`src/rtl/hazard_stall_ctrl_if.sv`:
```
// Pipeline <-> hazard controller bundle: hazard/redirect/memory status in,
// stall/flush/forward controls, FSM state and statistics counters out.
interface hazard_stall_ctrl_if #(
  parameter int unsigned CNT_W = 16
);
  logic             hazard_rs1;
  logic             hazard_rs2;
  logic             producer_is_load_rs1;
  logic             producer_is_load_rs2;
  logic             branch_taken_ex;
  logic             dmem_ready;
  logic             stall_if;
  logic             stall_id;
  logic             bubble_ex;
  logic             flush_id;
  logic             fwd_rs1_sel;
  logic             fwd_rs2_sel;
  logic [1:0]       state_o;
  logic [CNT_W-1:0] stall_cycles;
  logic [CNT_W-1:0] loaduse_events;
  logic [CNT_W-1:0] flush_events;

  // Pipeline side: reports hazards, consumes the controls.
  modport master (
    output hazard_rs1, hazard_rs2, producer_is_load_rs1, producer_is_load_rs2,
           branch_taken_ex, dmem_ready,
    input  stall_if, stall_id, bubble_ex, flush_id, fwd_rs1_sel, fwd_rs2_sel,
           state_o, stall_cycles, loaduse_events, flush_events
  );

  // Controller side.
  modport slave (
    input  hazard_rs1, hazard_rs2, producer_is_load_rs1, producer_is_load_rs2,
           branch_taken_ex, dmem_ready,
    output stall_if, stall_id, bubble_ex, flush_id, fwd_rs1_sel, fwd_rs2_sel,
           state_o, stall_cycles, loaduse_events, flush_events
  );
endinterface

```
`src/rtl/hazard_stall_ctrl.sv`:
```
// Load-use stall / branch flush / forwarding controller for a 5-stage pipeline,
// with saturating statistics counters.
module hazard_stall_ctrl #(
  parameter int unsigned LOAD_LAT = 1,
  parameter int unsigned CNT_W    = 16
) (
  input  logic               clk,
  input  logic               rst,
  hazard_stall_ctrl_if.slave bus
);

  typedef enum logic [1:0] {
    RUN      = 2'd0,
    LU_STALL = 2'd1,
    MEM_WAIT = 2'd2
  } state_t;

  localparam logic [2:0] WCNT_INIT = 3'(LOAD_LAT - 1);

  state_t           state_q, state_d;
  logic [2:0]       wcnt_q, wcnt_d;
  logic [CNT_W-1:0] stall_cnt_q, lu_cnt_q, flush_cnt_q;

  logic lu_hit, stall, flush, fwd1, fwd2, lu_start;

  assign lu_hit = (bus.producer_is_load_rs1 && bus.hazard_rs1) ||
                  (bus.producer_is_load_rs2 && bus.hazard_rs2);

  always_comb begin
    state_d  = state_q;
    wcnt_d   = wcnt_q;
    stall    = 1'b0;
    flush    = 1'b0;
    fwd1     = 1'b0;
    fwd2     = 1'b0;
    lu_start = 1'b0;
    case (state_q)
      RUN: begin
        if (bus.branch_taken_ex) begin
          flush = 1'b1;
        end else if (lu_hit) begin
          stall    = 1'b1;
          lu_start = 1'b1;
          if (LOAD_LAT > 1) begin
            state_d = LU_STALL;
            wcnt_d  = WCNT_INIT;
          end else begin
            state_d = MEM_WAIT;
          end
        end
        if (!stall) begin
          fwd1 = bus.hazard_rs1 && !bus.producer_is_load_rs1;
          fwd2 = bus.hazard_rs2 && !bus.producer_is_load_rs2;
        end
      end
      LU_STALL: begin
        stall  = 1'b1;
        wcnt_d = wcnt_q - 3'd1;
        if (wcnt_q == 3'd1) state_d = MEM_WAIT;
      end
      MEM_WAIT: begin
        // Load data arrives through WB, so forwarding stays off on release.
        if (bus.dmem_ready) state_d = RUN;
        else                stall   = 1'b1;
      end
      default: state_d = RUN;
    endcase
  end

  always_ff @(posedge clk or negedge rst) begin
    if (!rst) begin
      state_q     <= RUN;
      wcnt_q      <= '0;
      stall_cnt_q <= '0;
      lu_cnt_q    <= '0;
      flush_cnt_q <= '0;
    end else begin
      state_q <= state_d;
      wcnt_q  <= wcnt_d;
      if (stall && stall_cnt_q != '1)    stall_cnt_q <= stall_cnt_q + CNT_W'(1);
      if (lu_start && lu_cnt_q != '1)    lu_cnt_q    <= lu_cnt_q + CNT_W'(1);
      if (flush && flush_cnt_q != '1)    flush_cnt_q <= flush_cnt_q + CNT_W'(1);
    end
  end

  // Controls are gated by reset because the RUN-state outputs are input-driven.
  assign bus.stall_if       = stall & rst;
  assign bus.stall_id       = stall & rst;
  assign bus.bubble_ex      = stall & rst;
  assign bus.flush_id       = flush & rst;
  assign bus.fwd_rs1_sel    = fwd1 & rst;
  assign bus.fwd_rs2_sel    = fwd2 & rst;
  assign bus.state_o        = state_q;
  assign bus.stall_cycles   = stall_cnt_q;
  assign bus.loaduse_events = lu_cnt_q;
  assign bus.flush_events   = flush_cnt_q;

endmodule
```
`src/flat_wrapper.sv`:
```
// flat-port wrapper written by rule: the top's interface ports become plain ports
module hazard_stall_ctrl_flat 
#(
  parameter int unsigned LOAD_LAT = 1,
  parameter int unsigned CNT_W    = 16
)
  (clk, rst, bus_hazard_rs1, bus_hazard_rs2, bus_producer_is_load_rs1, bus_producer_is_load_rs2, bus_branch_taken_ex, bus_dmem_ready, bus_stall_if, bus_stall_id, bus_bubble_ex, bus_flush_id, bus_fwd_rs1_sel, bus_fwd_rs2_sel, bus_state_o, bus_stall_cycles, bus_loaduse_events, bus_flush_events);
  hazard_stall_ctrl_if #(.CNT_W(CNT_W)) bus_i ();
  input  logic clk;
  input  logic rst;
  input wire logic [$bits(bus_i.hazard_rs1)-1:0] bus_hazard_rs1;
  input wire logic [$bits(bus_i.hazard_rs2)-1:0] bus_hazard_rs2;
  input wire logic [$bits(bus_i.producer_is_load_rs1)-1:0] bus_producer_is_load_rs1;
  input wire logic [$bits(bus_i.producer_is_load_rs2)-1:0] bus_producer_is_load_rs2;
  input wire logic [$bits(bus_i.branch_taken_ex)-1:0] bus_branch_taken_ex;
  input wire logic [$bits(bus_i.dmem_ready)-1:0] bus_dmem_ready;
  output wire logic [$bits(bus_i.stall_if)-1:0] bus_stall_if;
  output wire logic [$bits(bus_i.stall_id)-1:0] bus_stall_id;
  output wire logic [$bits(bus_i.bubble_ex)-1:0] bus_bubble_ex;
  output wire logic [$bits(bus_i.flush_id)-1:0] bus_flush_id;
  output wire logic [$bits(bus_i.fwd_rs1_sel)-1:0] bus_fwd_rs1_sel;
  output wire logic [$bits(bus_i.fwd_rs2_sel)-1:0] bus_fwd_rs2_sel;
  output wire logic [$bits(bus_i.state_o)-1:0] bus_state_o;
  output wire logic [$bits(bus_i.stall_cycles)-1:0] bus_stall_cycles;
  output wire logic [$bits(bus_i.loaduse_events)-1:0] bus_loaduse_events;
  output wire logic [$bits(bus_i.flush_events)-1:0] bus_flush_events;
  assign bus_i.hazard_rs1 = bus_hazard_rs1;
  assign bus_i.hazard_rs2 = bus_hazard_rs2;
  assign bus_i.producer_is_load_rs1 = bus_producer_is_load_rs1;
  assign bus_i.producer_is_load_rs2 = bus_producer_is_load_rs2;
  assign bus_i.branch_taken_ex = bus_branch_taken_ex;
  assign bus_i.dmem_ready = bus_dmem_ready;
  assign bus_stall_if = bus_i.stall_if;
  assign bus_stall_id = bus_i.stall_id;
  assign bus_bubble_ex = bus_i.bubble_ex;
  assign bus_flush_id = bus_i.flush_id;
  assign bus_fwd_rs1_sel = bus_i.fwd_rs1_sel;
  assign bus_fwd_rs2_sel = bus_i.fwd_rs2_sel;
  assign bus_state_o = bus_i.state_o;
  assign bus_stall_cycles = bus_i.stall_cycles;
  assign bus_loaduse_events = bus_i.loaduse_events;
  assign bus_flush_events = bus_i.flush_events;
  hazard_stall_ctrl #(.LOAD_LAT(LOAD_LAT), .CNT_W(CNT_W)) u_core (.clk(clk), .rst(rst), .bus(bus_i));
endmodule
```
`config.mk`:
```
export PLATFORM = sky130hd
export DESIGN_NAME = hazard_stall_ctrl_flat
export DESIGN_NICKNAME = d
export VERILOG_FILES = /design/src/rtl/hazard_stall_ctrl_if.sv /design/src/rtl/hazard_stall_ctrl.sv /design/src/flat_wrapper.sv
export SDC_FILE = /design/constraint.sdc
export NUM_CORES = 1
export LEC_CHECK = 0
export BUFFER_PORTS_ARGS = -buffer_cell sky130_fd_sc_hd__buf_2
export CORE_UTILIZATION = 53
export DETAILED_ROUTE_END_ITERATION = 6
export GPL_ROUTABILITY_DRIVEN = 0
export HOLD_SLACK_MARGIN = 0.1
export PLACE_DENSITY = 0.87
export SYNTH_ARGS = -nofsm -noshare
export SYNTH_HDL_FRONTEND = slang
export SYNTH_SLANG_ARGS = --single-unit
export TNS_END_PERCENT = 100
```
`constraint.sdc`:
```
create_clock -name clk -period 2.2 [get_ports clk]
set_input_delay 0.44 -clock clk [delete_from_list [all_inputs] [get_ports clk]]
set_output_delay 0.44 -clock clk [all_outputs]
set_load 0.1 [all_outputs]
```
After elaboration in Yosys (flattened, before gate mapping)
Cells that the tools add are included.
W data, S select, Z words.

word-level totals
  flip-flop bits (word level) = 53
  logic and storage cells = 52
  output and inout port bits = 56

cells by class
  eq/ne operators = 10
  reductions and logical operators = 12
  muxes and demuxes = 17
  bitwise operators = 4
  add/subtract/negate cells = 4

operators by type and width
  kind                     number
  $add A16 B1 Y16 const B  3
  $ne A16 B16 Y1 const B   3
  $mux W1                  11
  $mux W2                  4
  $logic_and A1 B1 Y1      7
  $pmux W2 S3              1
  $and A1 B1 Y1            4
  $ne A2 B1 Y1 const B     2
  $ne A2 B2 Y1 const B     2
  $reduce_and A4 Y1        1
  $eq A3 B1 Y1 const B     1
  $pmux W1 S3              1
  $sub A3 B1 Y3 const B    1
  $eq A2 B1 Y1 const B     1
  $eq A2 B2 Y1 const B     1
  $logic_not A1 Y1         2
  $logic_not A2 Y1         1
  $logic_or A1 B1 Y1       1

Depth between registers and ports, before layout
Gate-level depths: netlist of the first run.

  depth in word-level cells = 8
  mapped depth = 5
  depth with buffers taken out = 5

Worst setup path after synthesis of the first run
No wires, ideal clock.

  kind = reg-to-output
  start point = register u_core.state_q[1] (netlist: u_core.bus.state_o[1])
  end point = output port bus_fwd_rs1_sel
  cell stages (with the launch flop) = 4
  setup slack = -1.508 ns
  arrival time = 3.268 ns
  cells stage by stage = dfrtp_1 -> inv_1 -> o211ai_1 -> nor3b_1

on the way
  word-level cells in the longest chain between the ends = 3

RTL lines
  what                    line                     source
  from (decl)             hazard_stall_ctrl.sv:20  state_t state_q, state_d;
  from (signal assigned)  hazard_stall_ctrl.sv:78  state_q <= state_d;
  $logic_not A2 Y1        hazard_stall_ctrl.sv:37  case (state_q)
  $mux W1                 hazard_stall_ctrl.sv:37
  $and A1 B1 Y1           hazard_stall_ctrl.sv:91  assign bus.fwd_rs1_sel = fwd1 & rst;
  to (decl)               flat_wrapper.sv:21       output wire logic [$bits(bus_i.fwd_rs1_sel)-1:0] bus_fwd_rs1_sel;

Every way passes these cells.

Worst setup path after layout of the first run
  start point = register u_core.state_q[1] (netlist: u_core.bus.state_o[1])
  end point = output port bus_stall_if

on the way
  word-level cells in the longest chain between the ends = 3
  elaborated cells between the ends (all ways) = 5
  those cells by class = eq/ne: 2; mux: 1; bitwise: 1; reduce/logical: 1

RTL lines
  what                                  line                     source
  $eq A2 B2 Y1 (tied with other cells)  hazard_stall_ctrl.sv:37
  $pmux W1 S3 *                         hazard_stall_ctrl.sv:37
  $and A1 B1 Y1 *                       hazard_stall_ctrl.sv:87  assign bus.stall_if = stall & rst;
  to (decl)                             flat_wrapper.sv:17       output wire logic [$bits(bus_i.stall_if)-1:0] bus_stall_if;

Mark *: on every way between the ends. The rest lies on a longest branch, timed or not.

==> results of run 1 <==
## flip-flops by register name (all words and copies together) (netlist names)
name                       flops
u_core.bus.flush_events       16
u_core.bus.loaduse_events     16
u_core.bus.stall_cycles       16
u_core.bus.state_o             1
## through the flow
step	hold WS, ns	util [%]	area [sq um]	total power [mW]	cells
floorplan	0.1444	-	2671	3.081	233
global placement	0.2956	67.39	3162	3.436	355
detailed placement	0.2957	67.39	3162	3.488	355
CTS	0.1643	69.63	3267	4.017	365
global route	0.1759	70.27	3297	4.201	368
finish	0.1772	70.27	3297	4.027	368
## worst max-delay path by stage
stage	slack, ns	startpoint	cells after the start	endpoint
4_1_cts	0.03	u_core.bus.state_o[1]	5	bus_stall_if
5_1_grt	-0.009	u_core.bus.state_o[1]	5	bus_stall_if
3_3_place_gp	0.22	bus_branch_taken_ex	6	bus_stall_id
2_1_floorplan	-0.11	u_core.bus.state_o[1]	5	bus_stall_id
3_5_place_dp	0.21	bus_branch_taken_ex	6	bus_stall_if
6_report	0.05	u_core.bus.state_o[1]	5	bus_stall_if
## metal layers
metal	share of wire, %	GRT usage, %
met1	41	31.15
met2	53	44.34
met3	4.4	5.345
met4	2.0	8.279
met5	0	0
## area by class of cell
| cell class | count | area (sq um) |
|---|---|---|
| Sequential cell | 49 | 1267 |
| Clock buffer | 6 | 72.57 |
| Clock inverter | 2 | 15.01 |
| Fill cell | 334 | 1395 |
| Multi-Input combinational cell | 175 | 1338 |
| Timing Repair Buffer | 77 | 515.5 |
| Inverter | 5 | 21.27 |
| Tap cell | 54 | 67.56 |
## timing repair
action	in CTS	in global routing
pin swaps	0	1
setup buffers	1	3
hold buffers	1	0
endpoints found under the hold margin	3	0
gates resized for setup	0	1
setup endpoints to repair	3	3
## cell families after synthesis
family / share of synthesized area [%]
simple gates: 24.90
flops: 47.57
compound gates: 9.855
xor+xnor: 9.514
mux: 4.757
buf+inv: 1.796
fa+ha+maj: 1.456
other cells: 0.1455
## cell usage in the layout (no fill, tap or decap), types with 5 or more instances in the layout
cell type / instances
xor2_1: 12
and3_1: 9
buf_2: 56
a211oi_1: 5
mux2_2: 9
xnor2_1: 16
nand3_1: 17
nand4_1: 15
nor2_1: 13
buf_12: 6
nor3_1: 5
clkbuf_8: 5
nand2_1: 9
dfrtp_2: 30
dfrtp_1: 18
buf_4: 14
a21oi_1: 7
## power by group through the flow
stage          sequential [mW]  clock [mW]  combinational (mW)
4_1_cts                   1.35       0.533                2.13
6_report                  1.36       0.523                2.14
3_5_place_dp              1.37           0                2.12
3_3_place_gp              1.35           0                2.08
2_1_floorplan             2.64           0               0.446
5_1_grt                   1.39       0.580                2.23
## worst max-delay path, cell delays in order, from the launching register on
cell     delay, ns
dfrtp_4       0.50
or2_4         0.28
o22a_4        0.21
inv_4         0.06
and2_4        0.18
buf_12        0.18
## cell usage after synthesis (all sizes together) (5+ instances only)
library cell	number	area, sq um
a211oi	5	37.54
a21oi	8	43.79
and3	9	56.30
dfrtp	49	1226
inv	5	18.76
mux2	10	112.6
nand2	9	33.78
nand3	18	95.09
nand4	16	106.4
nor2	13	48.80
nor3	5	25.02
xnor2	16	140.1
xor2	12	105.1
==> flow_metrics.tcl, run 1 <==
set metrics [dict create \
    htreeDepth 2 \
    switching_power_mw 2.305 \
    seq_power_share_pct 33.8 \
    pwr-share-clk_pct 13.0 \
    comb_power_share_pct 53.2 \
    clockBufferDepth 2 \
    ir_drop_mv 1.213 \
    grt_pass1_vias 2087 \
    r2r-start "u_core.bus.flush_events[0]" \
    syn_area_per_cell_sq_um 11.06 \
    grt_max_degree 27 \
    skew_ns 0.008675 \
    synth_nets 244 \
    path_class "reg2out" \
    synthArstFlopShare_pct 100.0 \
    grt_use_total_pct 25.30 \
    place_ws_ns 0.2063 \
    antenna_found_initial 0 \
    grt_overflow_total 0 \
    clkTransAtPathRegs_ns 0.09 \
    cp-start-kind "register" \
    worstPathMaxFanout 5 \
    io_buffers 62 \
    r2r_slack_ns 0.24 \
    max-cap-violations 0 \
    ys.warnings.count 0 \
    crit_required_ns 1.76 \
    cts-root-buf "clkbuf_8" \
    syn_area_sq_um 2577 \
    vias_per_cell 5.940 \
    initial_core_util_pct 54.93 \
    yosys_register_bits 49 \
    drive_gt1_share_pct 45.22 \
    dp_hpwl_mm 4.375 \
    wl_per_cell_um 16.25 \
    min_path_type "in2async" \
    grt_pass1_wl_mm 10.01 \
    tns_ns 0 \
    rows 25 \
    synth_flop_cell "dfrtp_1" \
    max_freq_mhz 464.9 \
    insertion_delay_ns 0.30 \
    synth_edf_count 0 \
    p_sw_share_pct 57.24 \
    vias 2186 \
    status "finished clean" \
    fin_crit_ns 2.151 \
    num_io_pins 64 \
    worstSetupEndpointType "output port" \
    core_area_sq_um 4692 \
    layout_setup_ws_ns 0.04884 \
    die-area_sq_um 5146 \
    internal_power_mw 1.722 \
    rr_endpoint "u_core.bus.flush_events[2]" \
    yosysSeqAreaShare_pct 47.57 \
    slew_viol_final 0 \
    p_per_area_nw_per_um2 1221 \
    die_w_um 71.74 \
    hold_viol 0 \
    ys_types 52 \
    numCtsBuffers 5 \
    setup_viol 0 \
    areaGrowthSynthToFinish_pct 27.91 \
    cts_sinks 49 \
    worstRegToRegCells 5 \
    p_leak_nw 1.501 \
    drt-initial-drc-count 121 \
    num_antenna_cells 0 \
    drtAntennaViolNets 0 \
    cts_tree "yes" \
    syn-instance-count 233 \
    period_share_pct 97.78 \
    routed_wl_mm 5.979 \
    finalNetCount 324 \
    drc 0 \
    die_height_um 71.74 \
    worstPathArrival_ns 1.71 \
    drtPass1Iterations 4 \
]
Power figures use the tool's default switching activity.
==> inputs of run 2 (changes only) <==
--- a/config.mk
+++ b/config.mk
@@ -6,11 +6,11 @@
 export NUM_CORES = 1
 export LEC_CHECK = 0
 export BUFFER_PORTS_ARGS = -buffer_cell sky130_fd_sc_hd__buf_2
-export CORE_UTILIZATION = 53
+export CORE_UTILIZATION = 55
 export DETAILED_ROUTE_END_ITERATION = 6
 export GPL_ROUTABILITY_DRIVEN = 0
 export HOLD_SLACK_MARGIN = 0.1
-export PLACE_DENSITY = 0.87
+export PLACE_DENSITY = 0.9
 export SYNTH_ARGS = -nofsm -noshare
 export SYNTH_HDL_FRONTEND = slang
 export SYNTH_SLANG_ARGS = --single-unit
==> constraint.sdc (replaced) <==
create_clock -name clk -period 2.6 [get_ports clk]
set_input_delay 0.52 -clock clk [delete_from_list [all_inputs] [get_ports clk]]
set_output_delay 0.52 -clock clk [all_outputs]
set_load 0.05 [all_outputs]
==> flow_metrics.tcl, run 2 (synthesized netlist as in run 1, its figures left out) <==
set metrics [dict create \
    dpl_cell_area_sq_um 2949 \
    drtPass1Iterations 4 \
    areaGrowthSynthToFinish_pct 17.52 \
    rows 24 \
    power.total_mw 2.674 \
    setup_viol 0 \
    routed_wl_mm 5.219 \
    grt_overflow_total 0 \
    numCtsBuffers 5 \
    die_height_um 70.46 \
    vias_per_cell 5.808 \
    r2r-start "u_core.bus.flush_events[0]" \
    die-area_sq_um 4964 \
    place_ws_ns 0.1755 \
    slew_viol_final 0 \
    comb_power_share_pct 42.1 \
    insertion_delay_ns 0.30 \
    cp-start-kind "primary input" \
    drc 0 \
    slew_headroom_pct 61.35 \
    status "finished clean" \
    initial_core_util_pct 58.39 \
    skew_ns 0.008882 \
    worstPathMaxFanout 10 \
    min_path_type "in2async" \
    p_sw_share_pct 48.15 \
    p_leak_nw 1.454 \
    p_per_area_nw_per_um2 882.6 \
    fillerInstances 334 \
    hold_viol 0 \
    crit_required_ns 2.08 \
    fin_area_sq_um 3029 \
    io_buffers 62 \
    finalNetCount 312 \
    max_freq_mhz 410.1 \
    worstPathArrival_ns 1.92 \
    wl_per_cell_um 14.74 \
    seq_power_share_pct 41.7 \
    cts_setup_buffers 0 \
    tightest_slew_ns 0.5750 \
    drive_gt1_share_pct 31.79 \
    ctsResizeCount 0 \
    drt-initial-drc-count 129 \
    final_common_cell "buf_2" \
    stdcell_count 354 \
    cts_hold_buf 0 \
    clkTransAtPathRegs_ns 0.08 \
    cts_tree "yes" \
    clockBufferDepth 2 \
    tns_ns 0 \
    dp_hpwl_mm 4.038 \
    r2r_slack_ns 0.57 \
    worstRegToRegCells 5 \
    layout_setup_ws_ns 0.1613 \
    core_area_sq_um 4414 \
    rsz0062_at_grt "false" \
    max-cap-violations 0 \
    drtAntennaViolNets 0 \
    num_antenna_cells 0 \
    num_io_pins 64 \
    dpl.cell_count 346 \
    period_share_pct 93.80 \
    pwr-share-clk_pct 16.1 \
    mostFrequentLayoutCells "buf_2, dfrtp_1, nand3_1, xnor2_1, nand4_1" \
    grt_pass1_wl_mm 8.976 \
    grt_use_total_pct 23.07 \
    cts-root-buf "clkbuf_8" \
    internal_power_mw 1.386 \
    htreeDepth 2 \
    rr_endpoint "u_core.bus.flush_events[14]" \
    cts_sinks 49 \
    switching_power_mw 1.287 \
    worstSetupEndpointType "output port" \
    path_class "in2out" \
    vias 2056 \
    grt_pass1_vias 1883 \
    fin_crit_ns 2.439 \
    die_w_um 70.46 \
    antenna_found_initial 0 \
    ir_drop_mv 0.9825 \
    grt_max_degree 20 \
]
==> run 2: cell types whose count changed in the layout (fill, tap and decap cells not counted), sizes merged <==
cell,change
clkbuf,+2
dlygate4sd3,-1
clkinvlp,-2
buf,-11
==> run 2: through the flow <==
| step | util, % | hold WS [ns] |
|---|---|---|
| finish | 68.62 | 0.1923 |
| global route | 68.62 | 0.2029 |
| CTS | 68.62 | 0.1932 |
| detailed placement | 66.81 | 0.4847 |
| global placement | 66.81 | 0.4768 |
| floorplan | - | 0.2244 |
==> run 2: final cells by class <==
type / instances / area (sq um) / share of cell area (%)
multi-input cells: 175 / 1306 / 43.12
flip-flops and latches: 49 / 1226 / 40.48
repair buffers: 65 / 332.8 / 10.99
clock buffers: 8 / 80.08 / 2.644
well taps: 52 / 65.06 / 2.148
inverters: 5 / 18.77 / 0.6196
==> run 2: worst max-delay path by stage <==
stage | start | endpoint | slack (ns) | depth (start not counted)
3_3_place_gp | bus_producer_is_load_rs1 | bus_stall_if | 0.26 | 6
4_1_cts | bus_producer_is_load_rs1 | bus_stall_id | 0.17 | 6
6_report | bus_producer_is_load_rs1 | bus_stall_id | 0.16 | 6
5_1_grt | bus_producer_is_load_rs1 | bus_stall_id | 0.05 | 6
2_1_floorplan | bus_producer_is_load_rs1 | bus_fwd_rs1_sel | -0.08 | 3
3_5_place_dp | bus_producer_is_load_rs1 | bus_stall_id | 0.18 | 6
==> run 2: critical path: stages <==
cell	delay, ns
buf_2	0.11
a22oi_2	0.39
o22a_2	0.35
inv_2	0.11
and2_2	0.22
buf_2	0.21
==> run 2: power by group through the flow <==
stage	clock [mW]	sequential, mW	combinational (mW)
6_report	0.431	1.12	1.13
2_1_floorplan	0	1.63	0.338
3_3_place_gp	0	1.12	1.10
5_1_grt	0.477	1.14	1.19
4_1_cts	0.441	1.11	1.13
3_5_place_dp	0	1.12	1.13
==> run 2: per-layer routing <==
metal	vias to the layer above	part of all wire [%]	track usage [%]
li1	1011	-	-
met1	988	46	32.12
met2	53	48	35.45
met3	4	4.9	6.061
met4	0	0.96	6.889
met5	-	0	0
